--- config.mk ---
export PLATFORM = sky130hd
export DESIGN_NAME = btn_press_debouncer_flat
export DESIGN_NICKNAME = d
export VERILOG_FILES = /design/src/rtl/btn_pkg.sv /design/src/rtl/btn_press_debouncer_if.sv /design/src/rtl/sync_2ff.sv /design/src/rtl/btn_press_debouncer.sv /design/src/flat_wrapper.sv
export SDC_FILE = /design/constraint.sdc
export NUM_CORES = 1
export LEC_CHECK = 0
export CORE_MARGIN = 5
export CORE_UTILIZATION = 60
export DETAILED_ROUTE_END_ITERATION = 16
export PLACE_DENSITY = 0.78
export SLEW_MARGIN = 20
export SYNTH_ARGS = -nofsm -noshare
export SYNTH_HDL_FRONTEND = slang
export SYNTH_SLANG_ARGS = --single-unit
--- constraint.sdc ---
create_clock -name sysclk -period 4.1 [get_ports sysclk]
set_clock_uncertainty 0.2 [all_clocks]
set_input_delay 0.82 -clock sysclk [delete_from_list [all_inputs] [get_ports sysclk]]
set_output_delay 0.82 -clock sysclk [all_outputs]
set_load 0.02 [all_outputs]
--- src/rtl/btn_pkg.sv ---
// Shared types and constants for the push-button debouncer.
// Exports the FSM state encoding and the synchronizer depth.
package btn_pkg;

    typedef enum logic [1:0] {
        IDLE         = 2'd0,
        PRESS_WAIT   = 2'd1,
        HELD         = 2'd2,
        RELEASE_WAIT = 2'd3
    } btn_state_t;

    localparam int SYNC_STAGES = 2;

endpackage

--- src/rtl/btn_press_debouncer_if.sv ---
// Button bundle: raw button in, debounced level and event pulses out.
// master = debouncer (drives events), slave = consumer (drives btn).
interface btn_press_debouncer_if;

    logic btn;
    logic btn_pressed;
    logic btn_released;
    logic btn_level;
    logic long_press;

    modport master (
        input  btn,
        output btn_pressed,
        output btn_released,
        output btn_level,
        output long_press
    );

    modport slave (
        output btn,
        input  btn_pressed,
        input  btn_released,
        input  btn_level,
        input  long_press
    );

endinterface

--- src/rtl/sync_2ff.sv ---
// Single-bit flop synchronizer, depth SYNC_STAGES, async active-low clear.
// Ports: sysclk, reset_n, d (async input), q (synchronized output).
module sync_2ff
    import btn_pkg::*;
(
    input  logic sysclk,
    input  logic reset_n,
    input  logic d,
    output logic q
);

    logic [SYNC_STAGES-1:0] sr;

    always_ff @(posedge sysclk or negedge reset_n) begin
        if (!reset_n) begin
            sr <= '0;
        end else begin
            sr <= {sr[SYNC_STAGES-2:0], d};
        end
    end

    assign q = sr[SYNC_STAGES-1];

endmodule

--- src/rtl/btn_press_debouncer.sv ---
// Debounces a raw push-button into a level plus press/release/long pulses.
// Ports: sysclk, reset_n (async, active-low), bus (master: btn in, events out).
module btn_press_debouncer
    import btn_pkg::*;
#(
    parameter int DEBOUNCE_COUNT_THRESHOLD = 300,
    parameter int LONG_PRESS_COUNT         = 125000000
) (
    input  logic                   sysclk,
    input  logic                   reset_n,
    btn_press_debouncer_if.master  bus
);

    localparam int DW = $clog2(DEBOUNCE_COUNT_THRESHOLD + 1);
    localparam int HW = (LONG_PRESS_COUNT == 0) ? 1
                      : $clog2(LONG_PRESS_COUNT + 1);

    localparam logic [DW-1:0] DEB_LAST  = DW'(DEBOUNCE_COUNT_THRESHOLD - 1);
    localparam logic [DW-1:0] DEB_SAT   = DW'(DEBOUNCE_COUNT_THRESHOLD);
    localparam logic [HW-1:0] HOLD_LAST = HW'(LONG_PRESS_COUNT - 1);
    localparam logic [HW-1:0] HOLD_SAT  = HW'(LONG_PRESS_COUNT);
    localparam bit            LONG_EN   = (LONG_PRESS_COUNT != 0);

    logic            s;
    btn_state_t      state;
    logic [DW-1:0]   deb_cnt;
    logic [HW-1:0]   hold_cnt;
    logic            pressed_q;
    logic            released_q;
    logic            level_q;
    logic            long_q;

    sync_2ff u_sync (
        .sysclk  (sysclk),
        .reset_n (reset_n),
        .d       (bus.btn),
        .q       (s)
    );

    always_ff @(posedge sysclk or negedge reset_n) begin
        if (!reset_n) begin
            state      <= IDLE;
            deb_cnt    <= '0;
            hold_cnt   <= '0;
            pressed_q  <= 1'b0;
            released_q <= 1'b0;
            level_q    <= 1'b0;
            long_q     <= 1'b0;
        end else begin
            pressed_q  <= 1'b0;
            released_q <= 1'b0;
            long_q     <= 1'b0;
            case (state)
                IDLE: begin
                    level_q <= 1'b0;
                    if (s) begin
                        state   <= PRESS_WAIT;
                        deb_cnt <= '0;
                    end
                end
                PRESS_WAIT: begin
                    if (!s) begin
                        state   <= IDLE;
                        deb_cnt <= '0;
                    end else if (deb_cnt == DEB_LAST) begin
                        state     <= HELD;
                        pressed_q <= 1'b1;
                        level_q   <= 1'b1;
                        hold_cnt  <= '0;
                    end else if (deb_cnt != DEB_SAT) begin
                        deb_cnt <= deb_cnt + DW'(1);
                    end
                end
                HELD: begin
                    if (!s) begin
                        state   <= RELEASE_WAIT;
                        deb_cnt <= '0;
                    end else if (LONG_EN && hold_cnt == HOLD_LAST) begin
                        // Park at saturation so the pulse fires once per press.
                        long_q   <= 1'b1;
                        hold_cnt <= HOLD_SAT;
                    end else if (LONG_EN && hold_cnt != HOLD_SAT) begin
                        hold_cnt <= hold_cnt + HW'(1);
                    end
                end
                RELEASE_WAIT: begin
                    // hold_cnt frozen here so a release glitch does not lose hold time.
                    if (s) begin
                        state <= HELD;
                    end else if (deb_cnt == DEB_LAST) begin
                        state      <= IDLE;
                        released_q <= 1'b1;
                        level_q    <= 1'b0;
                        hold_cnt   <= '0;
                    end else if (deb_cnt != DEB_SAT) begin
                        deb_cnt <= deb_cnt + DW'(1);
                    end
                end
                default: begin
                    state   <= IDLE;
                    deb_cnt <= '0;
                end
            endcase
        end
    end

    assign bus.btn_pressed  = pressed_q;
    assign bus.btn_released = released_q;
    assign bus.btn_level    = level_q;
    assign bus.long_press   = long_q;

endmodule

--- src/flat_wrapper.sv ---
// flat-port wrapper written by rule: the top's interface ports become plain ports
module btn_press_debouncer_flat import btn_pkg::*;
#(
    parameter int DEBOUNCE_COUNT_THRESHOLD = 300,
    parameter int LONG_PRESS_COUNT         = 125000000
)
  (sysclk, reset_n, bus_btn, bus_btn_pressed, bus_btn_released, bus_btn_level, bus_long_press);
  btn_press_debouncer_if bus_i ();
  input  logic sysclk;
  input  logic reset_n;
  input wire logic [$bits(bus_i.btn)-1:0] bus_btn;
  output wire logic [$bits(bus_i.btn_pressed)-1:0] bus_btn_pressed;
  output wire logic [$bits(bus_i.btn_released)-1:0] bus_btn_released;
  output wire logic [$bits(bus_i.btn_level)-1:0] bus_btn_level;
  output wire logic [$bits(bus_i.long_press)-1:0] bus_long_press;
  assign bus_i.btn = bus_btn;
  assign bus_btn_pressed = bus_i.btn_pressed;
  assign bus_btn_released = bus_i.btn_released;
  assign bus_btn_level = bus_i.btn_level;
  assign bus_long_press = bus_i.long_press;
  btn_press_debouncer #(.DEBOUNCE_COUNT_THRESHOLD(DEBOUNCE_COUNT_THRESHOLD), .LONG_PRESS_COUNT(LONG_PRESS_COUNT)) u_core (.sysclk(sysclk), .reset_n(reset_n), .bus(bus_i));
endmodule
Yosys cells after proc, flatten, opt, wreduce, memory -nomap -nowiden:

Index checks and enable logic that the tools add are counted.

* bits in registers: 44
* output and inout port bits: 4

* $add $sub $neg: 2
* equal/unequal tests: 17
* muxes and demuxes: 34
* reductions and logical operators: 7

Operator list (count)
* $mux 27: 6
* $pmux 27 s3: 1
* $mux 9: 6
* $pmux 9 s4: 1
* $add 27x1->27 const B: 1
* $eq 27x27->1 const B: 1
* $ne 27x27->1 const B: 1
* $mux 1: 12
* $mux 2: 6
* $ne 2x2->1 const B: 5
* $reduce_and 5->1: 2
* $add 9x1->9 const B: 1
* $eq 9x9->1 const B: 1
* $ne 9x9->1 const B: 1
* $pmux 2 s4: 1
* $ne 3x2->1 const B: 2
* $reduce_bool 3->1: 2
* $eq 2x2->1 const B: 2
* $ne 2x1->1 const B: 2
* $reduce_and 4->1: 1
* $ne 3x1->1 const B: 1
* $pmux 1 s3: 1
* $reduce_and 3->1: 1
* $eq 2x1->1 const B: 1
* $logic_not 2->1: 1

Depth between registers and ports, before layout:

* word-level depth: 5
* depth in mapped cells: 8

Hierarchy:

From an unflattened synthesis, not the netlist that was laid out.

* cells, all modules: 302
* area total of the unflattened synthesis: 2715.1 µm²

By module, submodules not included
* btn_press_debouncer: times used 1, cells an instance 300, area an instance 2665.1 µm²
* sync_2ff: times used 1, cells an instance 2, area an instance 50.0 µm²

Worst setup path before layout:

Ideal clock, no wire load.

* path kind: register to register
* from: register u_core.deb_cnt[0]
* to: register u_core.hold_cnt[23]
* setup time: 0.124 ns
* arrival time: 2.092 ns
* path slack: 1.684 ns
* cell stages (with the launch flop): 9
* buffers on the path: 2
* clock period less this slack: 2.416 ns
* cells stage by stage: dfrtp_1 -> ha_1 -> nand3b_1 -> or3_4 -> a2bb2oi_1 -> or2_1 -> buf_6 -> buf_8 -> a211o_1

* word-level cells in the longest chain between the ends: 4
* elaborated cells on any way between the ends: 5
* classes of those cells: eq/ne: 1; mux: 4

RTL lines
* start: declaration: RTL line btn_press_debouncer.sv:26 `logic [DW-1:0] deb_cnt;`
* start signal: assignment: RTL line btn_press_debouncer.sv:71 `deb_cnt <= deb_cnt + DW'(1);`
* start signal: assignment: RTL line btn_press_debouncer.sv:96 `deb_cnt <= deb_cnt + DW'(1);`
* $eq 9x9->1 (*): RTL line btn_press_debouncer.sv:65, btn_press_debouncer.sv:90
* $mux 27 (*)
* $mux 27 (on tied branches)
* $pmux 27 s3 (*)
* end signal: assignment: RTL line btn_press_debouncer.sv:83 `hold_cnt <= hold_cnt + HW'(1);`
* end: declaration: RTL line btn_press_debouncer.sv:27 `logic [HW-1:0] hold_cnt;`

Mark *: on every way between the ends. The rest lies on a longest branch, timed or not. The select of a mux whose other input is x is not followed.
A chain may end at the register's enable or synchronous reset.

==> out/results.tsv <==
stage	metric	value	unit
detailed_routing	WL/cell	17.2	µm
critical_path	critical path arrival	2.78	ns
timing	endpoints failing hold	0	
timing	Max transition margin	0.294	
global_routing	antenna violations before repair	0	
die	Core Box Area	4410	µm²
power_and_ir_drop	NetSw	184	µW
global_routing	largest net degree at the start of global routing	45	
die	Die Y-Extent	77.8	µm
timing	final worst-path cycle share	0.688	
die	initial core utilization	0.625	
synth	syn_area_per_cell	9.16	µm²
synth	Synth Instances	301	
power_and_ir_drop	Max VDD drop	0.195	mV
detailed_routing	routed vias	2337	
timing	RSZ-0062 raised after global routing	no	
timing	setup TNS	0	ns
synth	Mapped Area	2760	µm²
synth	Synth cell types	63	
die	io pins	7	
finish	commonest non-fill, non-tap cell in the layout	dfrtp_1	
synth	Yosys warning count	0	
power_and_ir_drop	Cell Int Power	635	µW
detailed_routing	drt total wl	6.10	mm
finish	filler instances	384	
critical_path	CP required	4.06	ns
global_routing	Tot GR Track Use	0.211	
timing	FMAX	354	MHz
global_routing	first-pass GRT wire length	10.6	mm
synth	Most used DFF post-synth	dfrtp_1	
power_and_ir_drop	Clock Power Share	0.404	
critical_path	Crit Path Category	flop to flop	
worst_hold_path	Hold Path Cell Cnt	0	
timing	Final Max Tran Viols	0	
finish	layout cells sized above 1	0.109	
timing	Final WS setup	1.28	ns
place	Detail Placement HPWL	4.13	mm
clock_network	Num CTS Buffers	5	
outcome	status	finished clean	
detailed_routing	initial DRC count	240	
detailed_routing	drt first pass iters	5	
timing	final setup violation count	0	
finish	post-route cell area	2910	µm²
timing	fin crit period	2.82	ns
synth	post-synthesis sequential area ratio	0.399	
finish	area delta synth->final	5.58	%
clock_network	number of H-tree levels	2	
synth	EDFF count, synth	0	
synth	post-synthesis register bit count	44	
power_and_ir_drop	combinational share of power	0.047	
worst_hold_path	Worst Hold Class	flop to flop	
place	Place WS	1.31	ns
finish	most frequent cells in the layout	dfrtp_1, nor2_1, nand2_1	
worst_hold_path	hold_sp	u_core.u_sync.sr[0]	
critical_path	Startpoint Class	flop	
job	max-capacitance violation count	0	
clock_network	Post-CTS Setup Bufs	0	
timing	Worst-Margin Slew	1.06	ns
synth	syn nets	308	
place	Placed Area	2800	µm²
die	Std-Cell Rows	24	
critical_path	cells on worst reg2reg path	4	
critical_path	Worst Setup End Kind	flop	
clock_network	CTS Buffer Depth	2	
place	GPL Wtd Cong	0.852	
detailed_routing	vias per cell	6.60	
clock_network	CTS Sinks	44	
clock_network	clock tree root buffer cell	clkbuf_8	
clock_network	Worst-path clk slew	0.08	ns
place	I/O Buffers	6	
power_and_ir_drop	Leak Pwr	0.00123	µW
clock_network	CTS tree	done	
die	Die Wd	77.8	µm
clock_network	clk_lat worst skew	0.30	ns
detailed_routing	DRT antenna net count	0	
finish	Final #Nets	308	
global_routing	Overflow after GRT	0	
clock_network	# hold bufs at CTS	0	
worst_hold_path	Hold Path End	u_core.u_sync.sr[1]	
critical_path	r2r endpoint	u_core.hold_cnt[1]	
die	DIE AREA	6050	µm²
critical_path	R2R setup slack	1.28	ns
finish	diode count	0	
synth	FFs w/ async S/R, synth	1.00	
power_and_ir_drop	Switching Fraction	0.225	
power_and_ir_drop	Reg power frac	0.549	
clock_network	Resize count post-CTS	0	
global_routing	vias in the first global route	2223	
power_and_ir_drop	pwr/cell area	281	nW/µm²
detailed_routing	drt drc	0	
critical_path	largest fanout on the critical path	19	
kinds of logic after synthesis:
logic type	share of synthesized area
simple gates	0.320
compound gates	0.182
flops	0.399
buf+inv	0.0399
xor+xnor	0.0286
fa+ha+maj	0.0181
mux	0.0113
routing by layer:
layer | wire length, µm | share of wire | GRT usage | vias to the layer above
met5 | 0 | 0 | 0 | -
met4 | 84 | 0.014 | 0.0739 | 0
met3 | 293 | 0.048 | 0.0394 | 12
met2 | 2630 | 0.43 | 0.305 | 70
met1 | 3090 | 0.51 | 0.313 | 1116
li1 | - | - | - | 1139
stage by stage:
step,power (µW),std cells,util,hold WS [ns]
after floorplan,479,301,-,0.131
after global placement,495,346,0.635,0.134
after detailed placement,496,346,0.635,0.138
after CTS,824,354,0.659,0.157
after global routing,853,354,0.660,0.178
final,818,354,0.660,0.154
layout make-up:
class | count | area [µm²] | share of cell area
clock inverter | 2 | 35.0 | 0.0120
inverter | 9 | 33.8 | 0.0116
clock buffer | 6 | 72.6 | 0.0249
sequential | 44 | 1100 | 0.378
timing repair buffer | 6 | 57.6 | 0.0198
multi-input combinational | 235 | 1550 | 0.531
tap | 52 | 65.1 | 0.0223
power groups by stage:
stage | combinational [µW] | sequential (µW) | clock [µW]
6_report | 38.1 | 449 | 331
5_1_grt | 43.5 | 451 | 359
4_1_cts | 38.5 | 449 | 337
3_5_place_dp | 38.3 | 458 | 0
3_3_place_gp | 37.4 | 457 | 0
2_1_floorplan | 25.2 | 454 | 0
synth_stat cells, types with 2 or more instances:
master	number	area (µm²)
nand3_1	17	85.1
nor2b_1	3	18.8
or4bb_1	3	33.8
nor4bb_1	3	30.0
nand3b_1	2	15.0
a31oi_1	12	75.1
a221o_2	3	33.8
o21ai_0	7	35.0
nand4_1	14	87.6
nand2b_1	6	37.5
buf_2	4	20.0
xor2_1	4	35.0
a211o_1	2	17.5
a22o_2	2	20.0
a221o_1	4	40.0
inv_1	9	33.8
ha_1	4	50.1
o211a_1	2	20.0
a21oi_1	9	45.0
xnor2_1	5	43.8
mux2i_1	2	20.0
o41ai_1	4	35.0
nor3_1	12	60.1
dfrtp_1	44	1100
nor2_1	32	120
clkbuf_1	6	22.5
nor3b_1	2	15.0
and2_1	2	12.5
or2_2	5	31.3
and4_1	4	35.0
nor4_1	4	25.0
o31ai_1	2	15.0
and3_1	13	81.3
o22ai_1	2	12.5
a21o_2	6	52.6
nand2_1	18	67.6
a21o_1	2	15.0
sequential cells by signal (all words and copies together) (netlist names), named ones only:
signal / flops
u_core.bus.btn_level: 1
u_core.bus.btn_pressed: 1
u_core.bus.btn_released: 1
u_core.bus.long_press: 1
u_core.deb_cnt: 9
u_core.hold_cnt: 27
u_core.state: 1
u_core.u_sync.sr: 2
worst max path at each step:
stage | slack (ns) | startpoint | to
floorplan | 1.68 | u_core.deb_cnt[0] | u_core.hold_cnt[23]
global placement | 1.37 | flop | u_core.hold_cnt[8]
detailed placement | 1.31 | flop | u_core.hold_cnt[8]
CTS | 1.30 | flop | u_core.hold_cnt[8]
global route | 1.02 | flop | u_core.hold_cnt[17]
finish | 1.28 | flop | u_core.hold_cnt[1]
worst max-delay path: stages (launching register included):
cell and delay, ns:
dfrtp_1 0.69, or4bb_1 0.58, nor4_1 0.39, or2_1 0.64
o21ai_0 0.19
(Power assumes the default switching activity.)
